===== src/rtl/mem_stage.sv =====
// mem_stage: memory-access pipeline stage between EX and WB.
//   Holds one instruction from EX. For loads and stores it waits for the
//   data-SRAM response of the request EX already issued, then aligns and
//   extends load data. The result goes to WB on the 110-bit MS->WS bus.
//   It also drives forwarding and interlock information back to decode,
//   and squashes its instruction on a WB flush. When it squashes an
//   instruction whose response is still outstanding, it later drops that
//   response.
// Ports:
//   clk, reset         clock, asynchronous active-high reset
//   ms_allowin         MS can accept an instruction this cycle
//   es_to_ms_valid/bus EX offer and 114-bit EX->MS payload
//   ws_allowin         WB can accept
//   ms_to_ws_valid/bus completed instruction and 110-bit MS->WS payload
//   flush              WB exception or ERET: squash MS
//   data_sram_data_ok  one-cycle response pulse for the outstanding request
//   data_sram_rdata    read data, valid with data_sram_data_ok
//   MEM_dest           destination register for forwarding (0 if none)
//   MEM_dest_data      forwarded result, meaningful while MEM_load_busy=0
//   MEM_load_busy      load held here whose data has not arrived
//   MS_EX              held instruction carries an exception or ERET
module mem_stage #(
   parameter int unsigned ES_TO_MS_BUS_WD = 114,
   parameter int unsigned MS_TO_WS_BUS_WD = 110
) (
   input  logic                       clk,
   input  logic                       reset,
   output logic                       ms_allowin,
   input  logic                       es_to_ms_valid,
   input  logic [ES_TO_MS_BUS_WD-1:0] es_to_ms_bus,
   input  logic                       ws_allowin,
   output logic                       ms_to_ws_valid,
   output logic [MS_TO_WS_BUS_WD-1:0] ms_to_ws_bus,
   input  logic                       flush,
   input  logic                       data_sram_data_ok,
   input  logic [31:0]                data_sram_rdata,
   output logic [4:0]                 MEM_dest,
   output logic [31:0]                MEM_dest_data,
   output logic                       MEM_load_busy,
   output logic                       MS_EX
);

   // EX->MS payload, MSB first
   typedef struct packed {
      logic        pc_error;
      logic [31:0] bad_vaddr;
      logic [4:0]  ex_code;
      logic        eret;
      logic        bd;
      logic [2:0]  load_op;
      logic        mem_req;
      logic        gr_we;
      logic [4:0]  dest;
      logic [31:0] alu_result;
      logic [31:0] pc;
   } es_bus_t;

   // MS->WS payload, MSB first
   typedef struct packed {
      logic        pc_error;
      logic [31:0] bad_vaddr;
      logic [4:0]  ex_code;
      logic        eret;
      logic        bd;
      logic        gr_we;
      logic [4:0]  dest;
      logic [31:0] final_result;
      logic [31:0] pc;
   } ws_bus_t;

   typedef enum logic [1:0] {
      S_EMPTY  = 2'd0,
      S_WAIT   = 2'd1,
      S_READY  = 2'd2,
      S_CANCEL = 2'd3
   } state_t;

   localparam logic [2:0] LOAD_NONE = 3'd0;
   localparam logic [2:0] LOAD_LB   = 3'd1;
   localparam logic [2:0] LOAD_LBU  = 3'd2;
   localparam logic [2:0] LOAD_LH   = 3'd3;
   localparam logic [2:0] LOAD_LHU  = 3'd4;

   state_t      state;
   es_bus_t     ms_bus;
   es_bus_t     es_in;
   ws_bus_t     ws_out;
   logic [31:0] data_buf;

   logic        ms_valid;
   logic        ms_ready_go;
   logic        resp_now;
   logic [31:0] raw_data;
   logic [7:0]  sel_byte;
   logic [15:0] sel_half;
   logic [31:0] final_result;

   assign es_in = es_to_ms_bus;

   // CANCEL holds no live instruction; it only waits out the orphaned response.
   assign ms_valid    = (state == S_WAIT) || (state == S_READY);
   assign resp_now    = (state == S_WAIT) && data_sram_data_ok;
   assign ms_ready_go = (state == S_READY) || resp_now;

   assign ms_allowin     = (state != S_CANCEL) && (!ms_valid || (ms_ready_go && ws_allowin));
   assign ms_to_ws_valid = ms_valid && ms_ready_go && !flush;

   // A response is bypassed in its arrival cycle. A stray data_ok outside
   // WAIT is a protocol error, so it must not disturb the buffered value.
   assign raw_data = resp_now ? data_sram_rdata : data_buf;
   assign sel_byte = raw_data[{ms_bus.alu_result[1:0], 3'b000} +: 8];
   assign sel_half = raw_data[{ms_bus.alu_result[1], 4'b0000} +: 16];

   // Load alignment and extension; the reserved codes behave as LW.
   always_comb begin
      final_result = raw_data;
      case (ms_bus.load_op)
         LOAD_NONE: final_result = ms_bus.alu_result;
         LOAD_LB:   final_result = {{24{sel_byte[7]}}, sel_byte};
         LOAD_LBU:  final_result = {24'd0, sel_byte};
         LOAD_LH:   final_result = {{16{sel_half[15]}}, sel_half};
         LOAD_LHU:  final_result = {16'd0, sel_half};
         default:   final_result = raw_data;
      endcase
   end

   // Outgoing bus: pass-through fields plus the aligned result.
   always_comb begin
      ws_out              = '0;
      ws_out.pc_error     = ms_bus.pc_error;
      ws_out.bad_vaddr    = ms_bus.bad_vaddr;
      ws_out.ex_code      = ms_bus.ex_code;
      ws_out.eret         = ms_bus.eret;
      ws_out.bd           = ms_bus.bd;
      ws_out.gr_we        = ms_bus.gr_we;
      ws_out.dest         = ms_bus.dest;
      ws_out.final_result = final_result;
      ws_out.pc           = ms_bus.pc;
   end

   assign ms_to_ws_bus = ws_out;

   // Forwarding and interlock information for decode
   assign MEM_dest      = (ms_valid && ms_bus.gr_we) ? ms_bus.dest : 5'd0;
   assign MEM_dest_data = final_result;
   assign MEM_load_busy = (state == S_WAIT) && (ms_bus.load_op != LOAD_NONE) && !data_sram_data_ok;
   assign MS_EX         = ms_valid && ((ms_bus.ex_code != 5'd0) || ms_bus.eret);

   // Stage control: flush has priority, then the cancel drain, then the
   // accept (which also covers a same-cycle leave), then leave, then
   // capturing a response that WB cannot take yet.
   always_ff @(posedge clk or posedge reset) begin
      if (reset) begin
         state    <= S_EMPTY;
         ms_bus   <= '0;
         data_buf <= '0;
      end else begin
         if (flush) begin
            if (((state == S_WAIT) || (state == S_CANCEL)) && !data_sram_data_ok) begin
               state <= S_CANCEL;
            end else begin
               state <= S_EMPTY;
            end
         end else if (state == S_CANCEL) begin
            if (data_sram_data_ok) begin
               state <= S_EMPTY;
            end
         end else if (es_to_ms_valid && ms_allowin) begin
            ms_bus <= es_in;
            state  <= es_in.mem_req ? S_WAIT : S_READY;
         end else if (ms_to_ws_valid && ws_allowin) begin
            state <= S_EMPTY;
         end else if (resp_now) begin
            data_buf <= data_sram_rdata;
            state    <= S_READY;
         end
      end
   end

endmodule


===== config.mk =====
export PLATFORM = sky130hd
export DESIGN_NAME = mem_stage
export DESIGN_NICKNAME = d
export VERILOG_FILES = /design/src/rtl/mem_stage.sv
export SDC_FILE = /design/constraint.sdc
export NUM_CORES = 1
export LEC_CHECK = 0
export ABC_AREA = 0
export CAP_MARGIN = 20
export CORE_AREA = 2 2 136 138
export DETAILED_ROUTE_END_ITERATION = 8
export DIE_AREA = 0 0 138 140
export GPL_TIMING_DRIVEN = 1
export PLACE_DENSITY = 0.9
export SKIP_LAST_GASP = 1
export SYNTH_ARGS = -nofsm -noshare
export SYNTH_HDL_FRONTEND = slang
export SYNTH_SLANG_ARGS = --single-unit

===== constraint.sdc =====
create_clock -name clk -period 5.65 [get_ports clk]
set_input_delay 1.13 -clock clk [delete_from_list [all_inputs] [get_ports clk]]
set_output_delay 1.13 -clock clk [all_outputs]
set_load 0.01 [all_outputs]

==> summary.md, run 1 <==
| Metric | Value |
|---|---|
| Number of vias per cell | 5.28 |
| Sequential area share after synthesis | 47.9% |
| Max frequency | 190 MHz |
| Largest net degree at the start of global routing | 108 |
| Post-synthesis instance area | 0.00767 mm² |
| Mean cell area of the mapped netlist | 11.7 µm² |
| Worst ir drop on vdd | 0.387 mV |
| Number of buffers inserted by port buffering | 302 |
| Count of final setup violators | 0 |
| Required time of the critical path | 4.52 ns |
| Initial antenna violation count | 3 |
| Final Hold Fails | 0 |
| Resized Gates After CTS | 0 |
| 1st-iter DRT viols | 314 |
| Boundary Pins | 303 |
| Register bit total from synthesis | 147 |
| DRC violation count after routing | 0 |
| Inserted Clock Buffers | 17 |
| Fraction of final layout cells with drive strength greater than 1 | 21.8% |
| Final layout net count | 997 |
| Gp weighted congestion | 0.925 |
| Critical Path Fanout Max | 16 |
| Slew HR | 27.6% |
| Clock-pin transition on the worst setup and hold timing paths | 0.06 ns |
| Synth Area in Compound Gates | 7.65% |
| Count of nets left with antenna violations after detail routing | 0 |
| Total Negative Setup Slacks | 0 ns |
| Effective utilization at floorplan | 43.2% |
| Status | complete, no violations |
| Worst-case clock buffer depth | 2 |
| Unrepaired setup endpoints after global routing | no |
| Number of different library cells in the post-synthesis netlist | 47 |
| Class of the worst hold path | flop to flop |
| H-tree depth | 4 |
| Measured slew at the worst slew-check pin | 1.08 ns |
| Fraction of the mapped netlist area in adder cells | 0.489% |
| Post-synth top area cell | dfrtp_1 |
| Cell repeated most along the worst path | clkdlybuf4s50_1 |
| # clock sinks | 147 |
| Number of synthesis warnings | 0 |
| Critical-path cell list | clkdlybuf4s50_1 -> and2_4 -> mux2_1 -> mux4_2 -> a22o_2 -> a221o_1 -> clkdlybuf4s50_1 |
| Drt first pass iters | 5 |
| Cell area reported after detailed placement | 0.0101 mm² |
| Total number of placement rows | 49 |
| Final WL | 21,100 µm |
| Post-Layout Inst Area | 0.0107 mm² |
| Final max-slew violation count | 0 |
| Root Driver | clkbuf_16 |
| Arrival @ worst endpoint | 4.15 ns |
| Chip height | 140 µm |
| Global Route Usage Sum | 21.9% |
| Overall die area | 0.0193 mm² |
| CTS tree | done |
| Synth area leaders | dfrtp_1 48%, mux2_2 20%, buf_4 11% |
| Total setup buffers inserted after CTS | 0 |
| Total congestion overflow | 0 |
| Crit share post-route | 93.4% |
| Power per cell area | 641 mW/mm² |
| Sum of net half-perimeters after detailed placement | 15,900 µm |
| Area growth from synthesis to final layout | 39.6% |
| Top flip-flop cell by instance count after synthesis | dfrtp_1 |
| Share of synthesized cell area in and, or, nand and nor gates | 6.95% |
| Hold buffers post-CTS | 0 |
| Total Power | 0.00686 W |
| Element type at the critical path start | input port |
| Worst Setup Path Type | input port to output pin |
| Synth async-reset ratio | 100% |
| Horizontal extent of the die | 138 µm |
| Largest stage delay, worst path | 0.61 ns |
| Clock period minus final worst setup slack | 5.28 ns |
| Endpoint kind of the worst setup timing path | output pin |
| Mux contribution to synthesized area | 24.1% |
| Total number of vias | 5,731 |
| Highest-delay cell along the critical path | clkdlybuf4s50_1 |
| Main combinational cell family by area after synthesis | multiplexers |
| Post-Syn Instances | 653 |
| Average wire per cell in the routed design | 19.5 µm |
| Xor and xnor fraction of the mapped netlist area | 0.114% |
| Fraction of post-synthesis cell area in the top cell type by area | 47.9% |
| Vias in the first global route | 6,066 |
| Post-synth EDFFs | 0 |
| Pleak | 4.40 nW |
| Number of violations of the max-capacitance limit | 0 |
| Layout Skew | 0.00694 ns |
| Core Region | 0.0178 mm² |
| Clock insertion delay at the later pin of the skew report | 0.42 ns |
| First-pass GRT wire length | 33,100 µm |
| Net count after synthesis | 808 |
## registers in the layout, indices dropped and copies added (netlist names)
name	flops
ms_bus	35
data_buf	32
state	2
ms_to_ws_bus	78
## final cells by class
type                       instances  area, µm²
sequential                       147       3680
antenna                            1       2.50
tap                              229        287
clock inverter                    15        145
multi-input combinational        361       3030
timing repair buffer             311       3120
fill                            1401       7070
clock buffer                      17        425
inverter                           4       20.0
## critical path, delay by kind of cell
family	cells	cell delay, ns
buffers and inverters	2	1.15
muxes	2	0.84
AOI/OAI and AO/OA	2	0.78
and+or+nand+nor	1	0.24
## cell families after synthesis
group,Yosys count
compound gates,80
xor+xnor,1
fa+ha+maj,3
buf+inv,145
flops,147
mux,163
simple gates,114
## where the power goes
group	internal, W	switching (W)	total [W]
Sequential	0.00158	0.000352	0.00193
Combinational	0.00218	0.00166	0.00384
Clock	0.000617	0.000480	0.00110
## synth_stat cells (5+ instances only)
cell      number
nand3_1        6
and2_1         6
and3_1         6
buf_4        110
a21o_1         7
buf_2          7
dfrtp_1      147
nand2b_1       6
a41oi_1        6
mux2i_1       24
o211ai_1       5
nand2_1       51
nor2_1        23
clkbuf_1      21
a211o_1       13
mux2_2       133
a21oi_1        5
a32oi_1        6
o21ai_0       18
## routing by layer
metal / vias up / track usage, % / part of all wire, %
met5: - / 0 / 0.11
li1: 2583 / - / -
met1: 2780 / 24.6 / 37
met3: 49 / 8.34 / 9.0
met2: 315 / 37.6 / 51
met4: 4 / 8.75 / 2.9
## per-stage QoR
step | hold slack, ns | worst slack, ns | utilization, % | cells
5_1_grt | 0.500 | 0.286 | 60.2 | 1085
3_3_place_gp | 0.461 | 0.403 | 56.9 | 1051
3_5_place_dp | 0.470 | 0.387 | 56.9 | 1051
2_1_floorplan | 0.449 | 0.569 | - | 653
6_report | 0.483 | 0.373 | 60.2 | 1085
4_1_cts | 0.484 | 0.384 | 60.1 | 1083
## placed cells by master, fill, tap and decap left out, types with 2 or more instances in the layout
master / Yosys / final
a41oi_1: 6 / 6
mux2_4: 2 / 2
o21ai_0: 18 / 18
clkinvlp_4: 0 / 5
nor3_1: 3 / 2
ha_1: 3 / 3
clkdlybuf4s50_1: 0 / 302
a21oi_1: 5 / 5
a22oi_1: 3 / 3
nand2_1: 51 / 51
a32oi_1: 6 / 6
a221o_1: 4 / 4
a221oi_1: 2 / 2
nand2b_1: 6 / 6
mux2_2: 133 / 133
a21o_1: 7 / 7
clkbuf_16: 0 / 17
inv_1: 4 / 3
nor3b_1: 3 / 3
o21ai_1: 3 / 2
and3_1: 6 / 6
a211o_1: 13 / 13
a2bb2oi_1: 3 / 3
mux2i_1: 24 / 24
nor2b_1: 2 / 2
inv_6: 0 / 7
nand4_1: 2 / 2
dfrtp_1: 147 / 147
buf_4: 110 / 7
and2_1: 6 / 6
nand3_1: 6 / 6
nor2_1: 23 / 23
o211ai_1: 5 / 5
mux4_2: 3 / 3
## final timing paths
kind / from / to / slack (ns) / cells past startpoint
min reg2reg: data_buf[18]$_DFFE_PP0P_ / data_buf[18]$_DFFE_PP0P_ / 0.48 / 2
max reg2reg: state[1]$_DFFE_PP0P_ / data_buf[0]$_DFFE_PP0P_ / 2.78 / 6
min in group asynchronous: reset / ms_to_ws_bus[101]$_DFFE_PP0P_ / 1.13 / 2
max in group asynchronous: reset / ms_to_ws_bus[3]$_DFFE_PP0P_ / 3.31 / 4
max: data_sram_data_ok / MEM_dest_data[23] / 0.37 / 7
min: data_buf[18]$_DFFE_PP0P_ / data_buf[18]$_DFFE_PP0P_ / 0.48 / 2
No activity file was read; power rests on OpenSTA's default activity.
==> run 2: changes to the inputs <==
--- a/config.mk
+++ b/config.mk
@@ -11,8 +11,8 @@
 export DETAILED_ROUTE_END_ITERATION = 8
 export DIE_AREA = 0 0 138 140
 export GPL_TIMING_DRIVEN = 1
+export MAX_ROUTING_LAYER = met4
 export PLACE_DENSITY = 0.9
-export SKIP_LAST_GASP = 1
 export SYNTH_ARGS = -nofsm -noshare
 export SYNTH_HDL_FRONTEND = slang
 export SYNTH_SLANG_ARGS = --single-unit
==> run 2 against run 1 <==
  * Flip-flop and latch count did not move
  * Largest power group unchanged
  * Critical path depth did not move
  * Clock skew barely moved
  * Clock power barely moved
  * Worst setup slack improved by 0.019 ns
  * Largest cell class unchanged
==> summary.md, run 2 (same netlist as run 1, synthesis figures left out) <==
| Metric | Value |
|---|---|
| Status | complete, no violations |
| Max frequency | 190 MHz |
| Drt first pass iters | 5 |
| Class of the worst hold path | flop to flop |
| Endpoint kind of the worst setup timing path | output pin |
| DRC violation count after routing | 0 |
| Clock period minus final worst setup slack | 5.26 ns |
| Effective utilization at floorplan | 43.2% |
| Crit path to | MEM_dest_data[23] |
| First-pass GRT wire length | 33,000 µm |
| Part of the power in registers | 28.1% |
| Worst r2r path cells | 6 |
| Unrepaired setup endpoints after global routing | no |
| Area growth from synthesis to final layout | 39.7% |
| Required time of the critical path | 4.52 ns |
| Chip height | 140 µm |
| Total number of placement rows | 49 |
| Final layout net count | 997 |
| Worst-case clock buffer depth | 2 |
| Gate power share | 55.9% |
| Root Driver | clkbuf_16 |
| Number of violations of the max-capacitance limit | 0 |
| Commonest non-fill, non-tap cell in the layout | clkdlybuf4s50_1 |
| Power per cell area | 640 mW/mm² |
| Crit share post-route | 93.1% |
| Final max-slew violation count | 0 |
| Final WL | 21,100 µm |
| Setup crit start | data_sram_data_ok |
| Core Region | 0.0178 mm² |
| Largest net degree at the start of global routing | 108 |
| Reg2reg end | data_buf[0]$_DFFE_PP0P_ |
| Buffers and inverters on the worst path | 2 |
| Worst Setup Path Type | input port to output pin |
| # clock sinks | 147 |
| Total congestion overflow | 0 |
| Total Negative Setup Slacks | 0 ns |
| Critical-path cell list | clkdlybuf4s50_1 -> and2_4 -> mux2_1 -> mux4_2 -> a22o_2 -> a221o_1 -> clkdlybuf4s50_1 |
| Gp weighted congestion | 0.941 |
| CTS tree | done |
| Clock insertion delay at the later pin of the skew report | 0.42 ns |
| Pleak | 4.40 nW |
| Boundary Pins | 303 |
| Resized Gates After CTS | 0 |
| Fin worst setup slack | 0.393 ns |
| Part of the power in the clock network | 16.0% |
| Startpoint of the most critical register-to-register path | state[1]$_DFFE_PP0P_ |
| Count of final setup violators | 0 |
| Hold Slack | 0.486 ns |
| Total setup buffers inserted after CTS | 0 |
| Horizontal extent of the die | 138 µm |
| Commonest cells after routing, fill and taps aside | 302 x clkdlybuf4s50_1, 147 x dfrtp_1, 133 x mux2_2, 51 x nand2_1, 24 x mux2i_1 |
| Layout Skew | 0.00692 ns |
| Measured slew at the worst slew-check pin | 1.06 ns |
| Cell repeated most along the worst path | clkdlybuf4s50_1 |
| H-tree depth | 4 |
| Sum of net half-perimeters after detailed placement | 15,900 µm |
| Overall die area | 0.0193 mm² |
| Switch share | 36.3% |
| Global Route Usage Sum | 22.5% |
| Hold buffers post-CTS | 0 |
| Element type at the critical path start | input port |
| Average wire per cell in the routed design | 19.4 µm |
| Vias in the first global route | 6,072 |
| Pre-CTS setup slack | 0.387 ns |
| Total number of cells along the worst setup path | 7 |
| Arrival @ worst endpoint | 4.13 ns |
| Largest stage delay, worst path | 0.60 ns |
| Layout filler cell count | 1,398 |
| Number of buffers inserted by port buffering | 302 |
| Worst ir drop on vdd | 0.387 mV |
| Slew HR | 28.9% |
| Fraction of final layout cells with drive strength greater than 1 | 21.8% |
| Max FFs per register | 78 |
| Cell-internal power | 0.00437 W |
| Final Hold Fails | 0 |
| CP delay by family, top | buffers and inverters |
| Inserted Clock Buffers | 17 |
| Highest-delay cell along the critical path | clkdlybuf4s50_1 |
| Number of vias per cell | 5.22 |
| Count of nets left with antenna violations after detail routing | 0 |
| 1st-iter DRT viols | 407 |
| Critical Path Fanout Max | 17 |
| Setup slack, reg-to-reg | 2.81 ns |
| Clock-pin transition on the worst setup and hold timing paths | 0.06 ns |
| Switching power of the nets | 0.00249 W |
| Initial antenna violation count | 3 |
| Total number of vias | 5,675 |
==> run 2: changes by cell type in the layout (fill, tap and decap cells not counted) <==
cell,before,now
diode_2,1,3
==> run 2: power by group through the flow <==
stage                     Sequential (W)  Combinational, W  Clock (W)
after floorplan                  0.00179           0.00261          0
after detailed placement         0.00195           0.00384          0
final                            0.00193           0.00383    0.00110
after global placement           0.00191           0.00377          0
after global routing             0.00200           0.00407    0.00117
after CTS                        0.00193           0.00386    0.00112
==> run 2: cell type report <==
class | count | area [µm²] | area share, %
Inverter | 4 | 20.0 | 0.187
Tap cell | 229 | 287 | 2.67
Clock buffer | 17 | 425 | 3.97
Clock inverter | 15 | 145 | 1.35
Timing Repair Buffer | 311 | 3120 | 29.1
Multi-Input combinational cell | 361 | 3030 | 28.3
Sequential cell | 147 | 3680 | 34.3
Antenna cell | 3 | 7.51 | 0.0701
==> run 2: how the worst min path moves through the flow <==
stage,startpoint,end,cells past startpoint
floorplan,data_buf[12]$_DFFE_PP0P_,data_buf[12]$_DFFE_PP0P_,2
global placement,data_buf[27]$_DFFE_PP0P_,data_buf[27]$_DFFE_PP0P_,2
detailed placement,data_buf[18]$_DFFE_PP0P_,data_buf[18]$_DFFE_PP0P_,2
CTS,data_buf[18]$_DFFE_PP0P_,data_buf[18]$_DFFE_PP0P_,2
global route,data_buf[18]$_DFFE_PP0P_,data_buf[18]$_DFFE_PP0P_,2
finish,data_buf[18]$_DFFE_PP0P_,data_buf[18]$_DFFE_PP0P_,2
==> run 2: worst register-to-register path, cell delays in order, from the launching register on <==
cell and delay, ns:
dfrtp_1 0.40, inv_1 0.08, ha_1 0.25, and2_4 0.22, buf_4 0.34, nand3_1 0.83, mux2_2 0.60
==> run 2: layer usage <==
layer | up-vias | wire [µm] | track usage (%)
met2 | 286 | 10700 | 37.4
met1 | 2772 | 8190 | 25.8
met5 | - | 0 | -
li1 | 2579 | - | -
met4 | 0 | 541 | 8.75
met3 | 38 | 1640 | 6.56
==> run 2: through the flow <==
step           power (W)  std cells  util, %  area (µm²)
2_1_floorplan    0.00439        653        -        7670
3_3_place_gp     0.00568       1051     56.9       10100
3_5_place_dp     0.00578       1051     56.9       10100
4_1_cts          0.00691       1083     60.1       10700
5_1_grt          0.00723       1087     60.3       10700
6_report         0.00686       1087     60.3       10700
